### src/rtl/pulse_peak_detector_pkg.sv
// Shared sizes, sample/state types and the width helper for the pulse peak
// detector slice.
package package_settings;

   localparam int SIZE_FILTER_DATA = 16;
   localparam int SIZE_DELAY       = 8;
   localparam int SIZE_TIMESTAMP   = 32;

   typedef logic signed [SIZE_FILTER_DATA-1:0] sample_t;

   typedef enum logic [1:0] {
      IDLE,
      RISE,
      FALL,
      HOLDOFF
   } state_t;

   function automatic logic [7:0] width_inc(
      input logic [7:0] w,
      input logic [7:0] max_w
   );
      return (w >= max_w) ? max_w : w + 8'd1;
   endfunction

endpackage

### src/rtl/pulse_peak_detector_if.sv
// Sample/config inputs and result bundle of the pulse peak detector.
// The detector uses the slave modport; the driver side uses master.
interface pulse_peak_detector_if;
   import package_settings::*;

   sample_t                   input_data;
   sample_t                   threshold;
   logic [SIZE_DELAY-1:0]     holdoff;
   logic                      output_valid;
   sample_t                   output_amplitude;
   logic [SIZE_TIMESTAMP-1:0] output_time;
   logic [7:0]                output_width;
   logic                      output_pileup;

   modport slave (
      input  input_data,
      input  threshold,
      input  holdoff,
      output output_valid,
      output output_amplitude,
      output output_time,
      output output_width,
      output output_pileup
   );

   modport master (
      output input_data,
      output threshold,
      output holdoff,
      input  output_valid,
      input  output_amplitude,
      input  output_time,
      input  output_width,
      input  output_pileup
   );

endinterface

### src/rtl/pulse_peak_detector_time_counter.sv
// Free-running wrapping sample stamp for the pulse peak detector.
module pulse_time_counter
   import package_settings::*;
#(
   parameter int W = SIZE_TIMESTAMP
) (
   input  logic         clk,
   input  logic         reset,
   output logic [W-1:0] count
);

   always_ff @(posedge clk or posedge reset) begin
      if (reset) begin
         count <= '0;
      end else begin
         count <= count + 1'b1;
      end
   end

endmodule

### src/rtl/pulse_peak_detector.sv
// Threshold pulse detector reporting peak amplitude, stamp, width and pile-up.
// Define PULSE_PEAK_PILEUP_EN to enable the pile-up flag (tied 0 otherwise).
module pulse_peak_detector
   import package_settings::*;
#(
   parameter int MIN_WIDTH = 2,
   parameter int MAX_WIDTH = 255
) (
   input logic                  clk,
   input logic                  reset,
   pulse_peak_detector_if.slave bus
);

   localparam logic [7:0] MIN_W = 8'(MIN_WIDTH);
   localparam logic [7:0] MAX_W = 8'(MAX_WIDTH);

   logic [SIZE_TIMESTAMP-1:0] w_count;

   sample_t                   r_data;
   sample_t                   r_prev;
   logic [SIZE_TIMESTAMP-1:0] r_stamp;

   state_t                    r_state;
   sample_t                   r_peak;
   logic [SIZE_TIMESTAMP-1:0] r_peak_time;
   logic [7:0]                r_width;
   logic [SIZE_DELAY-1:0]     r_hold;

   logic                      r_valid;
   sample_t                   r_amp;
   logic [SIZE_TIMESTAMP-1:0] r_time;
   logic [7:0]                r_out_width;

   state_t                    w_nx_state;
   sample_t                   w_nx_peak;
   logic [SIZE_TIMESTAMP-1:0] w_nx_peak_time;
   logic [7:0]                w_nx_width;
   logic [SIZE_DELAY-1:0]     w_nx_hold;
   logic                      w_nx_valid;
   sample_t                   w_nx_amp;
   logic [SIZE_TIMESTAMP-1:0] w_nx_time;
   logic [7:0]                w_nx_out_width;
   logic                      w_above;
   logic                      w_end;

`ifdef PULSE_PEAK_PILEUP_EN
   logic r_pileup;
   logic r_out_pileup;
   logic w_nx_pileup;
   logic w_nx_out_pileup;
`endif

   pulse_time_counter #(
      .W(SIZE_TIMESTAMP)
   ) u_time (
      .clk  (clk),
      .reset(reset),
      .count(w_count)
   );

   assign w_above = (r_data > bus.threshold);

   always_comb begin
      w_nx_state     = r_state;
      w_nx_peak      = r_peak;
      w_nx_peak_time = r_peak_time;
      w_nx_width     = r_width;
      w_nx_hold      = r_hold;
      w_nx_valid     = 1'b0;
      w_nx_amp       = r_amp;
      w_nx_time      = r_time;
      w_nx_out_width = r_out_width;
      w_end          = 1'b0;
`ifdef PULSE_PEAK_PILEUP_EN
      w_nx_pileup     = r_pileup;
      w_nx_out_pileup = r_out_pileup;
`endif
      unique case (r_state)
         IDLE: begin
            if (w_above) begin
               w_nx_state     = RISE;
               w_nx_peak      = r_data;
               w_nx_peak_time = r_stamp;
               w_nx_width     = 8'd1;
`ifdef PULSE_PEAK_PILEUP_EN
               w_nx_pileup    = 1'b0;
`endif
            end
         end
         RISE: begin
            if (!w_above) begin
               w_end = 1'b1;
            end else begin
               w_nx_width = width_inc(r_width, MAX_W);
               if (r_data > r_peak) begin
                  w_nx_peak      = r_data;
                  w_nx_peak_time = r_stamp;
               end else if (r_data < r_peak) begin
                  w_nx_state = FALL;
               end
            end
         end
         FALL: begin
            if (!w_above) begin
               w_end = 1'b1;
            end else begin
               w_nx_width = width_inc(r_width, MAX_W);
               if (r_data > r_peak) begin
                  w_nx_peak      = r_data;
                  w_nx_peak_time = r_stamp;
               end
               // a renewed rise on the tail marks a second overlapping pulse
               if (r_data > r_prev) begin
                  w_nx_state  = RISE;
`ifdef PULSE_PEAK_PILEUP_EN
                  w_nx_pileup = 1'b1;
`endif
               end
            end
         end
         HOLDOFF: begin
            w_nx_hold = r_hold - 1'b1;
            if (r_hold <= 1) begin
               w_nx_state = IDLE;
            end
         end
         default: begin
            w_nx_state = IDLE;
         end
      endcase
      if (w_end) begin
         if (r_width >= MIN_W) begin
            w_nx_valid      = 1'b1;
            w_nx_amp        = r_peak;
            w_nx_time       = r_peak_time;
            w_nx_out_width  = r_width;
`ifdef PULSE_PEAK_PILEUP_EN
            w_nx_out_pileup = r_pileup;
`endif
         end
         w_nx_hold  = bus.holdoff;
         w_nx_state = (bus.holdoff == '0) ? IDLE : HOLDOFF;
      end
   end

   always_ff @(posedge clk or posedge reset) begin
      if (reset) begin
         r_data      <= '0;
         r_prev      <= '0;
         r_stamp     <= '0;
         r_state     <= IDLE;
         r_peak      <= '0;
         r_peak_time <= '0;
         r_width     <= '0;
         r_hold      <= '0;
         r_valid     <= 1'b0;
         r_amp       <= '0;
         r_time      <= '0;
         r_out_width <= '0;
      end else begin
         r_data      <= bus.input_data;
         r_prev      <= r_data;
         r_stamp     <= w_count;
         r_state     <= w_nx_state;
         r_peak      <= w_nx_peak;
         r_peak_time <= w_nx_peak_time;
         r_width     <= w_nx_width;
         r_hold      <= w_nx_hold;
         r_valid     <= w_nx_valid;
         r_amp       <= w_nx_amp;
         r_time      <= w_nx_time;
         r_out_width <= w_nx_out_width;
      end
   end

`ifdef PULSE_PEAK_PILEUP_EN
   always_ff @(posedge clk or posedge reset) begin
      if (reset) begin
         r_pileup     <= 1'b0;
         r_out_pileup <= 1'b0;
      end else begin
         r_pileup     <= w_nx_pileup;
         r_out_pileup <= w_nx_out_pileup;
      end
   end

   assign bus.output_pileup = r_out_pileup;
`else
   assign bus.output_pileup = 1'b0;
`endif

   assign bus.output_valid     = r_valid;
   assign bus.output_amplitude = r_amp;
   assign bus.output_time      = r_time;
   assign bus.output_width     = r_out_width;

endmodule

### src/flat_wrapper.sv
// flat-port wrapper written by rule: the top's interface ports become plain ports
module pulse_peak_detector_flat import package_settings::*;
#(
   parameter int MIN_WIDTH = 2,
   parameter int MAX_WIDTH = 255
)
  (clk, reset, bus_input_data, bus_threshold, bus_holdoff, bus_output_valid, bus_output_amplitude, bus_output_time, bus_output_width, bus_output_pileup);
  pulse_peak_detector_if bus_i ();
  input logic clk;
  input logic reset;
  input wire logic [$bits(bus_i.input_data)-1:0] bus_input_data;
  input wire logic [$bits(bus_i.threshold)-1:0] bus_threshold;
  input wire logic [$bits(bus_i.holdoff)-1:0] bus_holdoff;
  output wire logic [$bits(bus_i.output_valid)-1:0] bus_output_valid;
  output wire logic [$bits(bus_i.output_amplitude)-1:0] bus_output_amplitude;
  output wire logic [$bits(bus_i.output_time)-1:0] bus_output_time;
  output wire logic [$bits(bus_i.output_width)-1:0] bus_output_width;
  output wire logic [$bits(bus_i.output_pileup)-1:0] bus_output_pileup;
  assign bus_i.input_data = bus_input_data;
  assign bus_i.threshold = bus_threshold;
  assign bus_i.holdoff = bus_holdoff;
  assign bus_output_valid = bus_i.output_valid;
  assign bus_output_amplitude = bus_i.output_amplitude;
  assign bus_output_time = bus_i.output_time;
  assign bus_output_width = bus_i.output_width;
  assign bus_output_pileup = bus_i.output_pileup;
  pulse_peak_detector #(.MIN_WIDTH(MIN_WIDTH), .MAX_WIDTH(MAX_WIDTH)) u_core (.clk(clk), .reset(reset), .bus(bus_i));
endmodule
### config.mk
export PLATFORM = sky130hd
export DESIGN_NAME = pulse_peak_detector_flat
export DESIGN_NICKNAME = d
export VERILOG_FILES = /design/src/rtl/pulse_peak_detector_pkg.sv /design/src/rtl/pulse_peak_detector_if.sv /design/src/rtl/pulse_peak_detector_time_counter.sv /design/src/rtl/pulse_peak_detector.sv /design/src/flat_wrapper.sv
export SDC_FILE = /design/constraint.sdc
export NUM_CORES = 1
export LEC_CHECK = 0
export BUFFER_PORTS_ARGS = -buffer_cell sky130_fd_sc_hd__buf_2
export CORE_UTILIZATION = 27
export CTS_CLUSTER_DIAMETER = 120
export CTS_CLUSTER_SIZE = 28
export DETAILED_ROUTE_END_ITERATION = 12
export PLACE_DENSITY = 0.47
export SYNTH_ARGS = -nofsm -noshare
export SYNTH_HDL_FRONTEND = slang
export SYNTH_SLANG_ARGS = --single-unit
### constraint.sdc
create_clock -name clk -period 7 [get_ports clk]
set_clock_uncertainty 0.1 [all_clocks]
set_input_delay 0.35 -clock clk [delete_from_list [all_inputs] [get_ports clk]]
set_output_delay 0.35 -clock clk [all_outputs]
set_load 0.005 [all_outputs]
Word-level counts from Yosys, hierarchy flattened. Index checks and enable logic that the tools add are counted.

Register bits after elaboration: 219. Bits in latches: 0. Memory bits (writable): 0. Bits in read-only memories: 0. Input port bits: 42. Memories: 0.

Add/sub/neg operators: 3. $mul: 0. Divide/modulo/power cells: 0. $lt $le $gt $ge: 7. Equality and inequality tests: 13. Shift operators: 0. Muxes and demuxes: 28. Bitwise operators: 0. Reduce and logical (&&, ||, !) cells: 9.

Operators with widths (number): 32-bit 2-to-1 mux (3); 32-bit one-hot mux with 2 select lines (1); 16-bit > comparator (3); 16-bit 2-to-1 mux (3); 8-bit 2-to-1 mux (5); 32-bit by 1-bit adder with 32-bit output (second input constant) (1); 16-bit one-hot mux with 2 select lines (1); 2-bit 2-to-1 mux (9); 3-bit by 1-bit inequality test with 1-bit output (second input constant) (6); 16-bit < comparator (1); 8-bit one-hot mux with 2 select lines (1); 8-bit by 1-bit adder with 8-bit output (second input constant) (1); 8-bit by 2-bit greater-or-equal comparator with 1-bit output (second input constant) (1); 8-bit greater-or-equal comparator (second input constant) (1); 8-bit by 1-bit less-or-equal comparator with 1-bit output (second input constant) (1); 8-bit logical NOT (1); 2-bit one-hot mux with 4 select lines (1); 8-bit by 1-bit subtractor with 8-bit output (second input constant) (1); 7-bit AND reduction (1); 2-bit by 1-bit inequality test with 1-bit output (second input constant) (3); 2-bit == test (second input constant) (2); 1-bit 2-to-1 mux (4); 4-bit AND reduction (1); 2-bit nonzero test (2); other kinds (6) (6).

Logic depth before layout (Yosys ltp).
Depth in word-level cells: 6. Gate-level depth with buffers: 13. Depth with buffers taken out: 10.

Cells and area by module. Synthesis repeated with hierarchy kept, for this count alone.

Cell total of the unflattened synthesis: 731. Area, all modules: 9472.8 um2.

Modules (own cells, without submodules): pulse_peak_detector (times used 1, cells each 602, area an instance 7983.9 um2); pulse_time_counter (times used 1, cells each 129, area an instance 1488.9 um2).

Worst setup path before layout. Ideal clock, no wire load.

Path kind: register to register. From: register u_core.r_data[15]. To: register u_core.r_amp[0], in the netlist u_core.bus.output_amplitude[0]. Arrival: 2903 ps. Data required time: 6775 ps. Slack: 3872 ps. Stages on the path, launching flop included: 13. Buffers on the path: 3. Cells stage by stage: dfrtp_1 ha_1 nand4_2 or4_1 a21o_1 and3_1 or3b_1 buf_6 clkinv_4 nand2_2 buf_6 buf_6 mux2_4.

Cells in the longest elaborated chain, start to end: 4.

RTL lines: start: declaration (RTL line pulse_peak_detector.sv:19) `sample_t r_data;`; start signal: assignment (RTL line pulse_peak_detector.sv:161) `r_data <= bus.input_data;`; 16-bit > comparator (RTL line pulse_peak_detector.sv:61) `assign w_above = (r_data > bus.threshold);`; 1-bit 2-to-1 mux (RTL line pulse_peak_detector.sv:91, pulse_peak_detector.sv:104); 1-bit 2-to-1 mux; 2-bit AND reduction (no source line); end signal: assignment (RTL line pulse_peak_detector.sv:170) `r_amp <= w_nx_amp;`; end: declaration (RTL line pulse_peak_detector.sv:30) `sample_t r_amp;`.

No other way between the ends. A chain may end at the register's enable or synchronous reset.

Worst setup path in the final report.
From: register u_core.r_data[15]. To: register u_core.r_time[9], in the netlist u_core.bus.output_time[9].

Cells in the longest elaborated chain, start to end: 4.

RTL lines: 16-bit > comparator (RTL line pulse_peak_detector.sv:61); 1-bit 2-to-1 mux (RTL line pulse_peak_detector.sv:91, pulse_peak_detector.sv:104); 1-bit 2-to-1 mux; 2-bit AND reduction (no source line); end signal: assignment (RTL line pulse_peak_detector.sv:171) `r_time <= w_nx_time;`; end: declaration (RTL line pulse_peak_detector.sv:31) `logic [SIZE_TIMESTAMP-1:0] r_time;`.

No other way between the ends.

==> results.yml <==
run_status:
  outcome: "finished, final reports clean"
global_route:
  grt_pass1_vias: 5756
  grt_max_degree: 91
  antenna_found_initial: 1
  grt_use_met1: 0.1486
  grt_usage: 0.1096
  busiest_layer: "met2"
  grt.met3_usage: 0.02040
  grt_pass1_wl_mm: 31.09
  use_met2: 0.1808
  globalRouteOverflowTotal: 0
critical_path:
  r2r-end: "u_core.bus.output_time[9]"
  criticalPathCategory: "flop to flop"
  critPathMaxFanout: 57
  crit_start: "u_core.r_data[15]"
  r2r-start: "u_core.r_data[15]"
  cp-endpoint: "u_core.bus.output_time[9]"
  r2r.worst_path.cells: 9
  crit_path_start_kind: "flop"
  path_cells: "ha_1, nand4_2, or4_1, a21o_1, a21oi_1, or3b_1, clkinv_4, nand2_4, mux2_2"
  worstPathRequired_ns: 7.25
  end_kind: "flop"
  arrival_ns: 4.40
  max_stage_delay_ns: 0.77
  cp_slowest_cell: "nand2_4"
  r2r_slack_ns: 2.84
min_path:
  worstHoldPathType: "primary input to flop"
logic_synthesis:
  synth_top_flop_cell: "dfrtp_1"
  synth_area_sq_mm: 0.009350
  synth_top_family_by_area: "multiplexers"
  async_flop_share: 1.000
  synthMuxAreaShare: 0.1402
  syn_nets: 809
  synth_xor_xnor_area_share: 0.03372
  synthSimpleGateAreaFrac: 0.07373
  synth_compound_area_frac: 0.04898
  yosys-top-cells-count: "219 x dfrtp_1, 76 x mux2_2, 61 x inv_1"
  synth_cells: 709
  netlist.area_leader.share: 0.5861
  ys_seq_area_frac: 0.5861
  yosys.area.top_type: "dfrtp_1"
  ys_top_cells_by_area: "dfrtp_1 59%, mux2_2 9.2%, ha_1 7.8%"
  yosysMostFrequentCell: "dfrtp_1"
  synth_cell_types: 47
  postSynthAreaPerCell_sq_um: 13.19
  synth-warning-count: 0
  synth_edf_count: 0
  ys_ff_latch: 219
  synth_fa_ha_area_frac: 0.07761
final_layout:
  multi_input_area_sq_mm: 0.003508
  seqCellArea_sq_mm: 0.005480
  area_growth_pct: 15.92
  antenna_cells: 0
  nFillCells: 3408
  fin_nets: 924
  stdcell_count: 1274
  postLayoutCoreUtil: 0.3208
  drive_above_1_share: 0.2772
clock_tree:
  root_buffer: "clkbuf_16"
  ctsHoldBuffers: 17
  postCtsResizedCells: 0
  postCtsSetupBuffers: 0
  cts.sinks: 219
  cts_buffer_depth: 3
  cts_tree: "done"
  insertion_delay_ns: 0.48
  clkTransAtPathRegs_ns: 0.11
  cts_buffers: 12
  cts_max_level: 1
sta:
  tightestPinTransition_ns: 0.9866
  period_needed_ns: 4.155
  setup_viol: 0
  finalSetupTns_ns: 0
  hold_violations: 0
  finalCritPeriodShare: 0.5936
  rsz0062_at_grt: "no"
  slew_viol_final: 0
  fmax_ghz: 0.2406
  max-slew-margin-rel: 0.3417
drt:
  dr.first_iter.drc_count: 234
  routed_wl_mm: 18.97
  wl_per_cell_um: 14.89
  drc_errors: 0
  vias: 5473
  avgViaCountPerCell: 4.296
  first_pass_iters: 4
  postRouteAntennaNets: 0
power_and_ir_drop:
  p_leak_nw: 5.577
  p_per_area_mw_per_mm2: 199.8
  ir_drop_v: 0.0001199
floorplanning:
  io_pins: 100
  fp.dieH_um: 188.1
  fp-row-count: 67
  dieArea_sq_mm: 0.03538
  start_util: 0.2768
  die_w_um: 188.1
  core_sq_mm: 0.03378
run:
  drv_cap: 0
place:
  globalplace.congestion: 0.7073
  hpwl_mm: 13.07
  portBuffers: 98
  dp.cells: 1241
[metal layers]
| layer | vias up | wire length, um |
|---|---|---|
| li1 | 2664 | - |
| met1 | 2718 | 8970 |
| met2 | 70 | 9036 |
| met3 | 19 | 718 |
| met4 | 2 | 232 |
| met5 | - | 13 |
[report_power, final]
group	switching, mW	internal (mW)
Sequential	0.00951	1.27
Combinational	0.0638	0.0413
Clock	0.430	0.347
[registers in the layout (all words and copies together), names as in the netlist, 8 cells and up]
signal	cells
u_core.r_stamp	32
u_core.r_peak	16
u_core.r_peak_time	32
u_core.r_width	8
u_core.u_time.count	32
u_core.bus.output_width	8
u_core.bus.output_amplitude	16
u_core.r_prev	16
u_core.bus.output_time	32
u_core.r_hold	8
u_core.r_data	16
[critical path, delay by kind of cell, from the launching register on]
kind	cells	cell delay, ns
buf+inv	1	0.20
simple gates	4	2.12
fa+ha+maj	1	0.35
flops	1	0.46
compound gates	2	0.35
mux	1	0.41
[cell families after synthesis]
logic type | count (synthesis)
simple gates | 135
compound gates | 73
other cells | 1
fa+ha+maj | 58
xor+xnor | 36
mux | 108
buf+inv | 79
flops | 219
[cells in the final DEF (no fill, tap or decap), types with 24 or more instances in the layout]
cell type,instances
mux2_4,27
nand3_1,24
mux2_2,76
xnor2_1,28
inv_1,60
dfrtp_1,219
ha_1,58
a21oi_1,35
nand2_1,33
buf_2,98
[area by class of cell]
type,count,area share
Clock buffer,13,0.03001
Sequential cell,219,0.5056
Clock inverter,3,0.003348
Timing Repair Buffer,118,0.06303
Tap cell,448,0.05171
Multi-Input combinational cell,411,0.3237
Inverter,62,0.02263
[stage by stage]
step / area (sq um) / hold WS, ns / power, mW / setup WS (ns)
after floorplan: 9350 / 0.2537 / 1.369 / 0.5573
after global placement: 10310 / 0.2634 / 1.410 / 2.815
after detailed placement: 10310 / 0.2642 / 1.410 / 2.767
after CTS: 10840 / 0.01302 / 2.214 / 2.765
after global routing: 10840 / 0.02844 / 2.272 / 2.545
final: 10840 / 0.03035 / 2.166 / 2.845
[how the worst min path moves through the flow]
stage                                 start            endpoint  slack, ns  cells after the start
floorplan           u_core.u_time.count[23]  u_core.r_stamp[23]       0.25                      0
global placement    u_core.u_time.count[24]  u_core.r_stamp[24]       0.26                      0
detailed placement  u_core.u_time.count[23]  u_core.r_stamp[23]       0.26                      0
CTS                          bus_holdoff[4]    u_core.r_hold[4]       0.01                      3
global route                 bus_holdoff[4]    u_core.r_hold[4]       0.03                      3
finish                       bus_holdoff[1]    u_core.r_hold[1]       0.03                      3
Note: power is estimated with default switching activity, not from simulation.
